## src/rtl/integrator_mc.sv

```systemverilog
// N_CH time-multiplexed accumulators (accumulate / leaky / integrate-and-dump), one sample per cycle.
// Result registered one cycle after accept; in_ready drops while an unread result is held (no skid).
module integrator_mc #(
  parameter int N_CH  = 4,
  parameter int IN_W  = 8,
  parameter int ACC_W = 16,
  parameter int CNT_W = 8,
  localparam int CH_W = (N_CH > 1) ? $clog2(N_CH) : 1
) (
  input  logic              clk,
  input  logic              rst,
  input  logic              enable,
  input  logic              in_valid,
  output logic              in_ready,
  input  logic [CH_W-1:0]   in_ch,
  input  logic [IN_W-1:0]   in_data,
  input  logic [1:0]        mode,
  input  logic [3:0]        decay_shift,
  input  logic [CNT_W-1:0]  dump_len,
  input  logic              sat_enable,
  input  logic [ACC_W-1:0]  sat_pos,
  input  logic [ACC_W-1:0]  sat_neg,
  input  logic              clear,
  input  logic [CH_W-1:0]   clear_ch,
  output logic              out_valid,
  input  logic              out_ready,
  output logic [CH_W-1:0]   out_ch,
  output logic [ACC_W-1:0]  out_data,
  output logic              out_ovf,
  output logic [N_CH-1:0]   ovf_sticky
);

  localparam int SW = ACC_W + 1;

  logic [ACC_W-1:0] acc_q [N_CH];
  logic [ACC_W-1:0] acc_d [N_CH];
  logic [CNT_W-1:0] cnt_q [N_CH];
  logic [CNT_W-1:0] cnt_d [N_CH];
  logic [N_CH-1:0]  win_q, win_d, sticky_q, sticky_d;
  logic             out_valid_q, out_valid_d;
  logic [CH_W-1:0]  out_ch_q, out_ch_d;
  logic [ACC_W-1:0] out_data_q, out_data_d;
  logic             out_ovf_q, out_ovf_d;

  logic              accept, upd, ch_ok, clr_hit, mode2, dump, emit, ovf, emit_ovf;
  logic [ACC_W-1:0]  acc_cur, res, new_acc;
  logic [CNT_W-1:0]  cnt_cur, new_cnt;
  logic              win_cur, new_win;
  logic signed [SW-1:0] acc_ext, x_ext, base, s, pos_ext, neg_ext;
  logic [CNT_W:0]    cnt_inc, dlen;

  assign in_ready = enable & (~out_valid_q | out_ready);
  assign accept   = in_valid & in_ready;

  // Datapath for the addressed channel; a coincident clear on it is applied first.
  always_comb begin
    acc_cur = '0;
    cnt_cur = '0;
    win_cur = 1'b0;
    ch_ok   = 1'b0;
    for (int i = 0; i < N_CH; i++) begin
      if (in_ch == CH_W'(i)) begin
        acc_cur = acc_q[i];
        cnt_cur = cnt_q[i];
        win_cur = win_q[i];
        ch_ok   = 1'b1;
      end
    end
    clr_hit = clear && (clear_ch == in_ch);
    if (clr_hit) begin
      acc_cur = '0;
      cnt_cur = '0;
      win_cur = 1'b0;
    end
    upd = accept & ch_ok;

    acc_ext = {acc_cur[ACC_W-1], acc_cur};
    x_ext   = {{(SW-IN_W){in_data[IN_W-1]}}, in_data};
    base    = acc_ext;
    if (mode == 2'd1) begin
      if (decay_shift == 4'd0)
        base = '0;
      else if (32'(decay_shift) >= ACC_W)
        base = acc_ext;
      else
        base = acc_ext - (acc_ext >>> decay_shift);
    end
    s = base + x_ext;

    pos_ext = {sat_pos[ACC_W-1], sat_pos};
    neg_ext = {sat_neg[ACC_W-1], sat_neg};
    res = s[ACC_W-1:0];
    ovf = 1'b0;
    if (sat_enable) begin
      if (s > pos_ext) begin
        res = sat_pos;
        ovf = 1'b1;
      end else if (s < neg_ext) begin
        res = sat_neg;
        ovf = 1'b1;
      end
    end else begin
      ovf = s[SW-1] ^ s[SW-2];
    end

    mode2    = (mode == 2'd2);
    dlen     = (dump_len == '0) ? (CNT_W+1)'(1) : {1'b0, dump_len};
    cnt_inc  = {1'b0, cnt_cur} + (CNT_W+1)'(1);
    dump     = (cnt_inc >= dlen);
    emit     = ~mode2 | dump;
    new_acc  = (mode2 && dump) ? '0 : res;
    new_cnt  = (mode2 && !dump) ? cnt_inc[CNT_W-1:0] : '0;
    new_win  = mode2 && !dump && (win_cur | ovf);
    emit_ovf = mode2 ? (win_cur | ovf) : ovf;
  end

  always_comb begin
    win_d    = win_q;
    sticky_d = sticky_q;
    for (int i = 0; i < N_CH; i++) begin
      acc_d[i] = acc_q[i];
      cnt_d[i] = cnt_q[i];
      if (clear && (clear_ch == CH_W'(i))) begin
        acc_d[i]    = '0;
        cnt_d[i]    = '0;
        win_d[i]    = 1'b0;
        sticky_d[i] = 1'b0;
      end
      if (upd && (in_ch == CH_W'(i))) begin
        acc_d[i] = new_acc;
        cnt_d[i] = new_cnt;
        win_d[i] = new_win;
        if (ovf) sticky_d[i] = 1'b1;
      end
    end
  end

  always_comb begin
    out_valid_d = out_valid_q;
    out_ch_d    = out_ch_q;
    out_data_d  = out_data_q;
    out_ovf_d   = out_ovf_q;
    if (upd && emit) begin
      out_valid_d = 1'b1;
      out_ch_d    = in_ch;
      out_data_d  = res;
      out_ovf_d   = emit_ovf;
    end else if (out_ready) begin
      out_valid_d = 1'b0;
    end
  end

  always_ff @(posedge clk or posedge rst) begin
    if (rst) begin
      for (int i = 0; i < N_CH; i++) begin
        acc_q[i] <= '0;
        cnt_q[i] <= '0;
      end
      win_q       <= '0;
      sticky_q    <= '0;
      out_valid_q <= 1'b0;
      out_ch_q    <= '0;
      out_data_q  <= '0;
      out_ovf_q   <= 1'b0;
    end else begin
      for (int i = 0; i < N_CH; i++) begin
        acc_q[i] <= acc_d[i];
        cnt_q[i] <= cnt_d[i];
      end
      win_q       <= win_d;
      sticky_q    <= sticky_d;
      out_valid_q <= out_valid_d;
      out_ch_q    <= out_ch_d;
      out_data_q  <= out_data_d;
      out_ovf_q   <= out_ovf_d;
    end
  end

  assign out_valid  = out_valid_q;
  assign out_ch     = out_ch_q;
  assign out_data   = out_data_q;
  assign out_ovf    = out_ovf_q;
  assign ovf_sticky = sticky_q;

endmodule

```

## config.mk

```make
export PLATFORM = sky130hd
export DESIGN_NAME = integrator_mc
export DESIGN_NICKNAME = d
export VERILOG_FILES = /design/src/rtl/integrator_mc.sv
export SDC_FILE = /design/constraint.sdc
export NUM_CORES = 1
export LEC_CHECK = 0
export BUFFER_PORTS_ARGS = -buffer_cell sky130_fd_sc_hd__buf_2
export CORE_UTILIZATION = 54
export DETAILED_ROUTE_END_ITERATION = 10
export PLACE_DENSITY = 0.86
export SYNTH_ARGS = -nofsm -noshare
export SYNTH_HDL_FRONTEND = slang
export SYNTH_SLANG_ARGS = --single-unit
```

## constraint.sdc

```tcl
create_clock -name clk -period 14.57 [get_ports clk]
set_input_delay 0.7285 -clock clk [delete_from_list [all_inputs] [get_ports clk]]
set_output_delay 0.7285 -clock clk [all_outputs]
set_load 0.1 [all_outputs]
```

==> results of run 1 <==
## critical path: cells and delay by family
family | cells | cell delay (ps)
AOI/OAI and AO/OA | 16 | 4060
and+or+nand+nor | 8 | 2120
muxes | 3 | 1090
adders and majority gates | 3 | 810
buffers and inverters | 2 | 740
xor gates and xnor gates | 3 | 620
## path summary, 6_finish.rpt
| kind | start | to | slack, ps | cells after the start |
|---|---|---|---|---|
| worst max-delay path | in_ch[1] | out_data[11]$_DFFE_PP0P_ | 4730 | 35 |
| worst min-delay path | rst | cnt_q[15]$_DFFE_PP0P_ | 410 | 2 |
| worst max register to register | acc_q[13]$_DFFE_PP0P_ | out_data[11]$_DFFE_PP0P_ | 6060 | 33 |
| worst min register to register | out_data[8]$_DFFE_PP0P_ | out_data[8]$_DFFE_PP0P_ | 480 | 2 |
| max in group asynchronous | rst | acc_q[41]$_DFFE_PP0P_ | 12810 | 3 |
| min in group clk | out_data[8]$_DFFE_PP0P_ | out_data[8]$_DFFE_PP0P_ | 480 | 2 |
## cells by family after synthesis
group                      count (synthesis)
muxes                                     73
and+or+nand+nor                          285
buffers and inverters                    122
DFF                                      124
adders and majority gates                 76
xor gates and xnor gates                  35
AOI/OAI and AO/OA                        288
## layout by cell type (no fill, tap or decap), types with 5 or more instances in the layout
master	n
a22oi_1	12
nor3_1	8
a21oi_1	40
a21o_1	18
xnor2_1	18
nand2_1	104
ha_1	74
buf_2	89
and3_1	8
o2bb2ai_1	9
nand4_1	7
and2_1	15
o22ai_1	16
o211ai_1	8
clkbuf_16	17
inv_1	64
dfrtp_1	124
xor2_1	17
o31ai_1	5
o21ai_1	26
o21ai_0	74
mux4_2	23
nor2b_1	10
o21a_1	5
nand2b_1	9
nor2_1	49
mux2i_1	29
mux2_4	6
a31oi_1	6
a22o_1	44
nand3_1	48
mux2_2	13
## state kept, by name, indices dropped and copies added, names as in the netlist
name        count
out_ch          2
out_valid       1
out_data       16
cnt_q          32
out_ovf         1
ovf_sticky      4
win_q           4
acc_q          64
## power groups by stage
stage	clock network (uW)	logic (uW)	registers, uW
floorplan	0	970	713
global placement	0	1500	514
detailed placement	0	1530	516
CTS	451	1540	515
global route	465	1700	528
finish	449	1570	517
## metrics by stage
step,setup WS (ps),area (um2),instances,total power (uW),util
2_1_floorplan,6929,9245,1003,1683,-
3_3_place_gp,4763,9731,1260,2015,0.5847
3_5_place_dp,4569,9731,1260,2042,0.5847
4_1_cts,4919,10360,1291,2507,0.6224
5_1_grt,3957,10360,1291,2690,0.6224
6_report,4727,10360,1291,2533,0.6224
## metal layers
layer | vias to the layer above | part of all wire | track usage
met5 | - | 0 | 0
met3 | 47 | 0.10 | 0.08123
met4 | 0 | 0.020 | 0.09515
met2 | 400 | 0.47 | 0.4884
li1 | 3767 | - | -
met1 | 4022 | 0.41 | 0.4080
## layout make-up
cell class | count | area, um2
repair buffers | 92 | 467.9
multi-input cells | 757 | 5630
clock inverters | 13 | 188.9
well taps | 220 | 275.3
clock buffers | 18 | 439.2
fillers | 1333 | 6284
flip-flops and latches | 124 | 3103
inverters | 67 | 254.0
==> reports/summary.txt, run 1 <==
outcome: completed
main combinational cell family by area after synthesis: compound AO/OA/AOI/OAI gates
worst-path maximum fanout: 36
post-synthesis cell area: 0.009245 mm2
Initial Utilization: 0.5555
drt total wl: 26190 um
gr ovfl total: 0
first-pass GRT wire length: 42190 um
share of Yosys cell area claimed by the top area cell type: 0.3356
Final min period: 9843 ps
Worst path max stage delay: 730 ps
Compound-Gate Fraction of Synth Area: 0.2064
clock share of power: 0.177
RSZ-0062 raised after global routing: no
drt drc: 0
sw frac: 0.4938
hold slack: 407.6 ps
Die Wd: 132.8 um
CP Class: primary input to flop
gr usage total: 0.3068
fin. max-slew vios: 0
clock buffers created by TritonCTS: 17
Hold Fails Final Rpt: 0
Sinks on Clock Net: 124
Chip Height: 132.8 um
synth cell count leaders: dfrtp_1, nand2_1, ha_1, o21ai_0, inv_1
Die ar.: 0.01765 mm2
setup TNS: 0 ps
Rel. slew slack: 0.2546
Layout Nets: 1200
ranking of synthesized cells by area: dfrtp_1, ha_1, mux4_2, nand2_1, a22o_1
XOR/XNOR Fraction of Synth Area: 0.03316
Post-synth EDFFs: 0
Cell Int Power: 1282 uW
num rows: 47
global placer's final weighted congestion: 0.9755
count leader, synth: dfrtp_1
Syn Area/Cell: 9.217 um2
mux contribution to synthesized area: 0.1154
PwrDens: 244.5 mW/mm2
H-tree depth: 4
Port Buffer Count: 89
clock tree buffer depth: 2
vias per inst: 6.380
Flop pwr share: 0.204
register area share after synthesis: 0.3356
core area: 0.01664 mm2
slowest cell on the critical path: nor3_2
worst hold path type: primary input to async pin
setup violators final: 0
Yosys reg bits: 124
Worst Tran Pin Value: 1118 ps
Crit. End Element: flop
Ant. Diodes: 0
period utilization: 0.6756
Startpoint Class: primary input
peak supply drop: 0.2635 mV
setup repair bufs after CTS: 0
CTS tree: built
clock transition at the registers of the reported paths: 60 ps
largest net degree at the start of global routing: 70
PostCTS Resize Cnt: 0
CP arrival: 10190 ps
max-cap viol count: 0
combinational fraction of design power: 0.619
Fmax achieved: 0.1016 GHz
skew final: 11.01 ps
post-cts hold buffer count: 0
First DRT Iteration DRCs: 828
area delta synth->final: 12.05%
cell count after synthesis: 1003
layout cell share with drive strength beyond 1: 0.1727
leak pwr: 0.005019 uW
Critical Path Most Common Cell: o21ai_0
dpl hpwl: 18690 um
Pre-antenna DRT Iters: 6
YS warnings: 0
Crit path required time: 14920 ps
vias in the first global route: 7952
root buf cell: clkbuf_16
DR WL/cell: 20.28 um
clk_lat worst skew: 420 ps
post-synth net total: 1144
most used flip-flop cell after synthesis: dfrtp_1
ANT nets after route: 0
asr flop ratio synth: 1.000
via count: 8236
IO Count: 90
area share of fa/ha/maj cells after synthesis: 0.1045
Yosys top cell by area: dfrtp_1
Sw Pwr: 1251 uW
initial antenna violation count: 0
Synth cell types: 70
Synth Area in Simple Gates: 0.1495
Note: power is estimated with default switching activity, not from simulation.
==> run 2: changes to the inputs <==
==> constraint.sdc (replaced) <==
create_clock -name clk -period 9.65 [get_ports clk]
set_input_delay 0.4825 -clock clk [delete_from_list [all_inputs] [get_ports clk]]
set_output_delay 0.4825 -clock clk [all_outputs]
set_load 0.1 [all_outputs]
==> reports/summary.txt, run 2 (synthesis results as in run 1) <==
layout cell share with drive strength beyond 1: 0.1712
vias in the first global route: 8178
dpl hpwl: 19260 um
worst hold path type: primary input to async pin
R2R Setup Slk: 1180 ps
largest net degree at the start of global routing: 70
skew final: 8.452 ps
core area: 0.01664 mm2
Pre-antenna DRT Iters: 8
fin. max-slew vios: 0
vias per inst: 6.505
H-tree depth: 4
CP arrival: 9290 ps
drt total wl: 27120 um
via count: 8424
ANT nets after route: 0
Crit. End Element: flop
DR WL/cell: 20.94 um
Ant. Diodes: 0
setup repair bufs after CTS: 0
Chip Height: 132.8 um
global placer's final weighted congestion: 1.019
Fmax achieved: 0.1119 GHz
clock buffers created by TritonCTS: 17
drt drc: 0
leak pwr: 0.005023 uW
First DRT Iteration DRCs: 819
worst-path maximum fanout: 15
Layout Nets: 1204
leading cell type in the layout, fill and taps excluded: dfrtp_1
Biggest register: acc_q
area delta synth->final: 11.91%
Worst path max stage delay: 760 ps
setup violators final: 0
Crit path required time: 10010 ps
Rel. slew slack: 0.2649
commonest cells after routing, fill and taps aside: dfrtp_1, nand2_1, buf_2
IO Count: 90
CP Class: primary input to flop
clock tree buffer depth: 2
Hold Fails Final Rpt: 0
PostCTS Resize Cnt: 0
Largest register FFs: 64
Initial Utilization: 0.5555
period utilization: 0.9257
post-cts hold buffer count: 0
Pwr Total: 3805 uW
PwrDens: 367.8 mW/mm2
setup TNS: 0 ps
Sinks on Clock Net: 124
CTS tree: built
clock transition at the registers of the reported paths: 60 ps
RSZ-0062 raised after global routing: no
Port Buffer Count: 89
first-pass GRT wire length: 43110 um
Final min period: 8933 ps
outcome: completed
Die Wd: 132.8 um
num rows: 47
max-cap viol count: 0
root buf cell: clkbuf_16
slowest cell on the critical path: nor3_2
Startpoint Class: primary input
clk_lat worst skew: 420 ps
Worst Tran Pin Value: 1100 ps
gr ovfl total: 0
initial antenna violation count: 0
peak supply drop: 0.3916 mV
gr usage total: 0.3139
Die ar.: 0.01765 mm2
[run 2: cell count changes in the layout (fill, tap and decap cells not counted)]
| cell | delta |
|---|---|
| clkinv_4 | -2 |
| clkinvlp_4 | -2 |
| bufinv_16 | -1 |
| clkinv_2 | +1 |
| clkbuf_8 | +1 |
| inv_6 | -2 |
| clkbuf_1 | +5 |
| buf_4 | +4 |
[run 2: worst max-delay path, delay by kind of cell]
kind,cells,cell delay (ps)
AND/OR/NAND/NOR,9,1990
buffers and inverters,4,910
XOR/XNOR,2,580
AO/OA/AOI/OAI,13,2710
adder cells (fa/ha/maj),4,1000
multiplexers,4,1610
[run 2: layout make-up]
cell class                 count  area (um2)
clock buffer                  24       471.7
clock inverter                 7       113.9
fill                        1317        6296
inverter                      67       254.0
multi-input combinational    757        5630
sequential                   124        3103
tap                          220       275.3
timing repair buffer          96       498.0
[run 2: final timing paths]
kind | from | to | cells past startpoint
worst min register to register | acc_q[3]$_DFFE_PP0P_ | acc_q[3]$_DFFE_PP0P_ | 2
worst max register to register | acc_q[13]$_DFFE_PP0P_ | out_data[11]$_DFFE_PP0P_ | 34
worst max-delay path | in_ch[0] | out_data[11]$_DFFE_PP0P_ | 36
max in group asynchronous | rst | acc_q[34]$_DFFE_PP0P_ | 3
min in group clk | acc_q[3]$_DFFE_PP0P_ | acc_q[3]$_DFFE_PP0P_ | 2
worst min-delay path | rst | cnt_q[28]$_DFFE_PP0P_ | 2
[run 2: routing by layer]
layer	track usage	up-vias	part of all wire
met3	0.07165	94	0.094
met4	0.1226	0	0.035
li1	-	3776	-
met5	0	-	0
met2	0.4887	482	0.46
met1	0.4250	4072	0.41
[run 2: stage by stage]
stage          cells  utilization  setup slack (ps)  cell area, um2  hold slack, ps
2_1_floorplan   1003            -              2255            9245           444.8
3_3_place_gp    1264       0.5865             631.6            9761           460.0
3_5_place_dp    1264       0.5865             565.3            9761           458.2
4_1_cts         1295       0.6217             922.7           10350           194.3
5_1_grt         1295       0.6217             73.97           10350           224.2
6_report        1295       0.6217             717.2           10350           164.4
[run 2: power breakdown]
part	switching (uW)	total (uW)	internal (uW)
logic	1550	2370	824
clock network	227	645	417
registers	107	789	682
